**src/rtl/ldpc_iter_ctrl.sv**
```systemverilog
// LDPC iteration controller: sequences CNU and PE phases,
// accumulates the frame syndrome and decides when to stop.
module ldpc_iter_ctrl #(
  parameter int NUM_ROWS = 4,
  parameter int NUM_COLS = 6,
  parameter int MAX_ITER = 8,
  parameter int CNU_LAT  = 1,
  parameter int ITER_W   = 4,
  parameter int RA_W     = 2,
  parameter int CA_W     = 3
) (
  input  logic              clk,
  input  logic              rst_n,
  input  logic              start,
  input  logic              abort,
  input  logic              p_bit,
  output logic              busy,
  output logic              cnu_en,
  output logic [RA_W-1:0]   row_addr,
  output logic              pe_en,
  output logic [CA_W-1:0]   col_addr,
  output logic [ITER_W-1:0] iter_count,
  output logic              done,
  output logic              converged
);

  localparam int DW = (CNU_LAT > 1) ? $clog2(CNU_LAT) : 1;

  localparam logic [RA_W-1:0] ROW_LAST =
    RA_W'(NUM_ROWS - 1);
  localparam logic [CA_W-1:0] COL_LAST =
    CA_W'(NUM_COLS - 1);
  localparam logic [DW-1:0] DRAIN_LAST =
    DW'(CNU_LAT - 1);
  localparam logic [ITER_W-1:0] ITER_LAST =
    ITER_W'(MAX_ITER);

  typedef enum logic [2:0] {
    S_IDLE,
    S_CN,
    S_DRAIN,
    S_CHECK,
    S_VN,
    S_DONE
  } state_t;

  state_t             state;
  logic [CNU_LAT-1:0] vld_sr;
  logic [DW-1:0]      drain_cnt;
  logic               syndrome;
  logic [ITER_W-1:0]  iter_inc;
  logic               vld_out;

  // Next iteration count and the aligned p_bit valid flag
  always_comb begin
    iter_inc = iter_count + ITER_W'(1);
    vld_out  = vld_sr[CNU_LAT-1];
  end

  // Phase sequencer, syndrome capture and registered outputs
  always_ff @(posedge clk) begin
    if (!rst_n) begin
      state      <= S_IDLE;
      vld_sr     <= '0;
      drain_cnt  <= '0;
      syndrome   <= 1'b0;
      busy       <= 1'b0;
      cnu_en     <= 1'b0;
      row_addr   <= '0;
      pe_en      <= 1'b0;
      col_addr   <= '0;
      iter_count <= '0;
      done       <= 1'b0;
      converged  <= 1'b0;
    end else begin
      vld_sr <= (vld_sr << 1) | CNU_LAT'(cnu_en);
      if (vld_out)
        syndrome <= syndrome | p_bit;
      done <= 1'b0;

      if (abort && state != S_IDLE) begin
        state     <= S_IDLE;
        busy      <= 1'b0;
        cnu_en    <= 1'b0;
        row_addr  <= '0;
        pe_en     <= 1'b0;
        col_addr  <= '0;
        converged <= 1'b0;
        vld_sr    <= '0;
        syndrome  <= 1'b0;
        drain_cnt <= '0;
      end else begin
        unique case (state)
          S_IDLE: begin
            if (start && !abort) begin
              state      <= S_CN;
              busy       <= 1'b1;
              cnu_en     <= 1'b1;
              row_addr   <= '0;
              iter_count <= '0;
              converged  <= 1'b0;
              syndrome   <= 1'b0;
              vld_sr     <= '0;
            end
          end
          S_CN: begin
            if (row_addr == ROW_LAST) begin
              state     <= S_DRAIN;
              cnu_en    <= 1'b0;
              row_addr  <= '0;
              drain_cnt <= '0;
            end else begin
              row_addr <= row_addr + RA_W'(1);
            end
          end
          S_DRAIN: begin
            if (drain_cnt == DRAIN_LAST)
              state <= S_CHECK;
            else
              drain_cnt <= drain_cnt + DW'(1);
          end
          S_CHECK: begin
            if (!syndrome) begin
              state     <= S_DONE;
              done      <= 1'b1;
              converged <= 1'b1;
            end else begin
              state    <= S_VN;
              pe_en    <= 1'b1;
              col_addr <= '0;
              syndrome <= 1'b0;
            end
          end
          S_VN: begin
            if (col_addr == COL_LAST) begin
              pe_en      <= 1'b0;
              col_addr   <= '0;
              iter_count <= iter_inc;
              if (iter_inc == ITER_LAST) begin
                state     <= S_DONE;
                done      <= 1'b1;
                converged <= 1'b0;
              end else begin
                state    <= S_CN;
                cnu_en   <= 1'b1;
                row_addr <= '0;
              end
            end else begin
              col_addr <= col_addr + CA_W'(1);
            end
          end
          S_DONE: begin
            state <= S_IDLE;
            busy  <= 1'b0;
          end
          default: begin
            state <= S_IDLE;
            busy  <= 1'b0;
          end
        endcase
      end
    end
  end

endmodule

```
**config.mk**
```make
export PLATFORM = sky130hd
export DESIGN_NAME = ldpc_iter_ctrl
export DESIGN_NICKNAME = d
export VERILOG_FILES = /design/src/rtl/ldpc_iter_ctrl.sv
export SDC_FILE = /design/constraint.sdc
export NUM_CORES = 1
export LEC_CHECK = 0
export BUFFER_PORTS_ARGS = -buffer_cell sky130_fd_sc_hd__buf_2
export CORE_MARGIN = 5
export CORE_UTILIZATION = 57
export DETAILED_ROUTE_END_ITERATION = 8
export PLACE_DENSITY_LB_ADDON = 0.08
export SLEW_MARGIN = 15
export SYNTH_ARGS = -nofsm -noshare
export SYNTH_HDL_FRONTEND = slang
export SYNTH_SLANG_ARGS = --single-unit
```
**constraint.sdc**
```tcl
create_clock -name clk -period 3.05 [get_ports clk]
set_clock_uncertainty 0.15 [all_clocks]
set_input_delay 0.305 -clock clk [delete_from_list [all_inputs] [get_ports clk]]
set_output_delay 0.305 -clock clk [all_outputs]
set_load 0.03 [all_outputs]
```
* After elaboration in Yosys (flattened, before gate mapping)
Cells that the tools add are included.
Storage, ports and cells: bits in registers 20, output and inout port bits 14, bits in read-only memories 0, memories kept 0, logic and storage cells 100, bits in latches 0, bits of input ports 5, bits in writable memories 0
Cells by class: div/mod/pow operators 0, bitwise logic cells 4, multipliers 0, multiplexer cells 44, $add $sub $neg 4, equal/unequal tests 15, shift-type cells 0, order comparisons 0, reduce and logical (&&, ||, !) cells 21
Operators by type and width (count):
- two-way mux 3 bit | 7
- two-way mux 1 bit | 20
- != test 2 bit (second input constant) | 8
- case mux 3 bit (5 select lines) | 1
- AND reduction 4 bit | 3
- case mux 1 bit (2 select lines) | 5
- AND reduction 5 bit | 2
- nonzero test 3 bit | 3
- two-way mux 2 bit | 4
- two-way mux 4 bit | 2
- case mux 4 bit (2 select lines) | 1
- equality test 3 x 2 -> 1 bit (second input constant) | 2
- equality test 3 bit (second input constant) | 2
- case mux 1 bit (3 select lines) | 2
- case mux 2 bit (3 select lines) | 1
- case mux 3 bit (2 select lines) | 1
- AND reduction 2 bit | 3
- nonzero test 2 bit | 3
- adder 4 x 1 -> 4 bit (second input constant) | 1
- equality test 4 bit (second input constant) | 1
- OR reduction 4 bit | 1
- adder 3 x 1 -> 3 bit (second input constant) | 1
- equality test 3 x 1 -> 1 bit (second input constant) | 1
- zero test 3 bit | 1
- 9 further kinds | 12

* Depth between registers and ports, before layout
word-level depth 5, depth in mapped cells 7

* Worst setup path before layout
OpenSTA, ideal clock, no wires.
path kind reg-to-reg, from register iter_count[0], to register row_addr[0], setup slack 1.207 ns, data arrival time 1.561 ns, setup time 0.131 ns, stages on the path, launching flop included 7, required time 2.769 ns, cell sequence dfxtp_1 ha_1 and2_1 a21oi_1 o21ai_2 o311ai_0 a21oi_1
Between the ends: word-level cells in the longest chain between the ends 4
RTL lines:
- start: declaration | line 22 | output logic [ITER_W-1:0] iter_count,
- start signal: assignment | line 138 | iter_count <= iter_inc;
- adder 4 x 1 -> 4 bit | line 56 | iter_inc = iter_count + ITER_W'(1);
- equality test 4 bit | line 139 | if (iter_inc == ITER_LAST) begin
- != test 2 bit (no source line)
- AND reduction 4 bit (no source line)
- end signal: assignment | line 113 | row_addr <= row_addr + RA_W'(1);
- end: declaration | line 19 | output logic [RA_W-1:0] row_addr,
Every way passes these cells. A chain may end at the register's enable or synchronous reset.

* Worst setup path in the final report
Same ends and word-level chain as after synthesis.

==> metrics.md <==
| Metric | Value |
|---|---|
| Setup Crit Path Kind | register to register |
| Layout Cells excl Fill | between 150 and 200 |
| Switching share of power | 26.05% |
| Cell Int Power | 320.5 µW |
| Achievable Freq | 516.1 MHz |
| Hold Path Stages | 5 |
| Nets@finish | 150 |
| Setup_tns | 0 ns |
| Initial Utilization | 60.14% |
| Max-cap violations | 0 |
| Reg-to-Reg End | row_addr[0] |
| Period minus WS final | 1.938 ns |
| Gpl congestion | between 0.8 and 0.9 |
| Final period utilization | 63.53% |
| Placed Cells | about 160 |
| Setup violations, final | 0 |
| CTS tree | yes |
| Pwr Density | 378.1 nW/µm² |
| Wirelength, routed | 2379 µm |
| Clk pin slew, worst setup/hold paths | 0.11 ns |
| Postcts setup bufs | 0 |
| Largest net degree at the start of global routing | 17 |
| DRT antenna net count | 0 |
| Htree depth | 1 |
| Hpwl dp | 1730 µm |
| Number of buffers created by CTS | 3 |
| Die area | 2776 µm² |
| Die H | 52.69 µm |
| Die W | 52.69 µm |
| RR Startpoint | iter_count[0] |
| Max Slew Vio Count | 0 |
| Synthesized area per cell | 8.375 µm² |
| Ys async rst share | 0% |
| Area Growth Syn to Fin | 10.36% |
| P_sw | about 110 µW |
| Global Route Usage Sum | 20.00% |
| Logic pwr share | 10.8% |
| Clk sinks | 19 |
| DRT iter0 DRCs | 37 |
| Commonest cells after routing, fill and taps aside | dfxtp_1, buf_2, nand2_1, nor2_1 |
| Hold-fix buffers, CTS | 0 |
| DRC errors left | 0 |
| Sequential share of the synthesized area | 36.63% |
| Worst slew margin | around 67% |
| N_diodes | 0 |
| Syn Nets | ~130 |
| # resized after CTS | 0 |
| Setup slack, reg-to-reg | 1.11 ns |
| Initial antenna violation count | 0 |
| Crit path DAT | 1.96 ns |
| Mapped Cells | around 120 |
| Number of synthesized flops with an enable pin | 0 |
| Required time worst endpoint | around 3.1 ns |
| Leading cell type in the layout, fill and taps excluded | dfxtp_1 |
| Hold EP | syndrome |
| P_leak | 0.0004533 µW |
| Worst setup EP type | register |
| Vias/cell | 6.133 |
| Top FF cell, synth | dfxtp_1 |
| Core Region | 1727 µm² |
| I/O pin count | 19 |
| PortBufs | 18 |
| Clk Tree Root Cell | clkbuf_4 |
| Number of fill cells | 165 |
| Final hold vios | 0 |
| Post-synth cell types | 41 |
| Outcome | completed |
| First-pass GRT wire length | 4133 µm |
| Reg power frac | 59.5% |
| Worst-Margin Slew | 0.4869 ns |
| Clock power frac | 29.7% |
| Yosys warns | 0 |
| Total gr overflow | 0 |
| Total vias in the final route | a little over 1k |
| Clk_lat worst skew | 0.30 ns |
| Rows | 15 |
| DRT Pass-1 Iters | 4 |
| Max clock buf depth | 2 |
| Setup crit start kind | register |
| Post-synthesis register bit count | 19 |
| Share of cells above drive strength 1 | 20.57% |
| Hold Crit Start | p_bit |
| RSZ-0062 raised after global routing | false |
| WL per Instance | about 14 µm |
| Max VDD drop | 0.0002164 V |
| CP max FO | 8 |
| Hold Crit Class | input pin to register |
| Vias in the first global route | around 900 |
| Mapped Area | approximately 1000 µm² |
| Register-to-Register Path Depth | 6 |
## kinds of logic (layout without fill, tap and decap cells)
| logic type | after synthesis | in the layout | synth area share [%] |
|---|---|---|---|
| and+or+nand+nor | 58 | 58 | 31.09 |
| DFF | 19 | 19 | 36.63 |
| muxes | 2 | 2 | 2.048 |
| AOI/OAI and AO/OA | 34 | 34 | 21.21 |
| xor gates and xnor gates | 1 | 1 | 0.8435 |
| buffers and inverters | 7 | 24 | 4.579 |
| adders and majority gates | 3 | 3 | 3.615 |
## through the flow
stage	total power [µW]	setup WS [ns]	area, µm²	hold WS [ns]	util (%)
detailed placement	309.8	1.145	1120	0.3197	64.86
CTS	434.1	1.110	1146	0.1889	66.38
global route	456.6	1.009	1146	0.2068	66.38
global placement	308.9	1.212	1120	0.3284	64.86
floorplan	297.5	1.207	1039	0.3411	-
finish	433.3	1.112	1146	0.1859	66.38
## flip-flops by register name (all words and copies together), names as in the netlist
signal      count
converged       1
cnu_en          1
done            1
state           3
row_addr        2
col_addr        3
iter_count      4
syndrome        1
pe_en           1
vld_out         1
busy            1
## how the worst max path moves through the flow
| stage | from | end | slack, ns | depth (start not counted) |
|---|---|---|---|---|
| final | iter_count[0] | row_addr[0] | 1.11 | 6 |
| after global placement | iter_count[0] | row_addr[0] | 1.21 | 6 |
| after detailed placement | iter_count[0] | row_addr[0] | 1.15 | 6 |
| after floorplan | iter_count[0] | row_addr[0] | 1.21 | 6 |
| after CTS | iter_count[0] | row_addr[0] | 1.11 | 6 |
| after global routing | state[2] | iter_count[3] | 1.01 | 4 |
## critical path, stage by stage, from the launching register on
cell      delay, ns
dfxtp_1        0.40
ha_1           0.29
and2_1         0.18
a21oi_1        0.19
o21ai_2        0.15
o311ai_0       0.35
a21oi_1        0.11
## routing by layer
| layer | up-vias | part of all wire, % | GRT usage, % |
|---|---|---|---|
| li1 | 498 | - | - |
| met1 | 459 | 44 | 28.03 |
| met2 | 53 | 45 | 29.13 |
| met3 | 8 | 8.3 | 3.419 |
| met4 | 0 | 2.4 | 9.787 |
| met5 | - | 0 | 0 |
## power groups by stage
stage / logic (µW) / registers (µW) / clock network, µW
final: 46.6 / 258 / 129
after floorplan: 31.3 / 266 / 0
after global routing: 50.8 / 259 / 147
after CTS: 46.5 / 258 / 130
after detailed placement: 46.2 / 264 / 0
after global placement: 45.3 / 264 / 0
## cell usage after synthesis (all sizes together) (3+ instances only)
cell type | n | share of area (%)
a21oi | 7 | 3.4
buf | 5 | 3.9
o21ai | 11 | 5.7
nand2 | 11 | 4.0
ha | 3 | 3.6
nor2 | 12 | 5.1
nor3 | 3 | 1.4
a21boi | 3 | 2.5
o22ai | 3 | 1.8
nand2b | 6 | 3.6
nand3 | 8 | 3.9
dfxtp | 19 | 37
nand4 | 3 | 1.8
## final cells by class
| class | count | area (µm²) | area share [%] |
|---|---|---|---|
| multi-input combinational | 98 | 610.6 | 53.28 |
| sequential | 19 | 380.4 | 33.19 |
| timing repair buffer | 18 | 90.09 | 7.860 |
| tap | 25 | 31.28 | 2.729 |
| clock buffer | 4 | 26.28 | 2.293 |
| inverter | 2 | 7.507 | 0.6550 |
(Power assumes the default switching activity.)
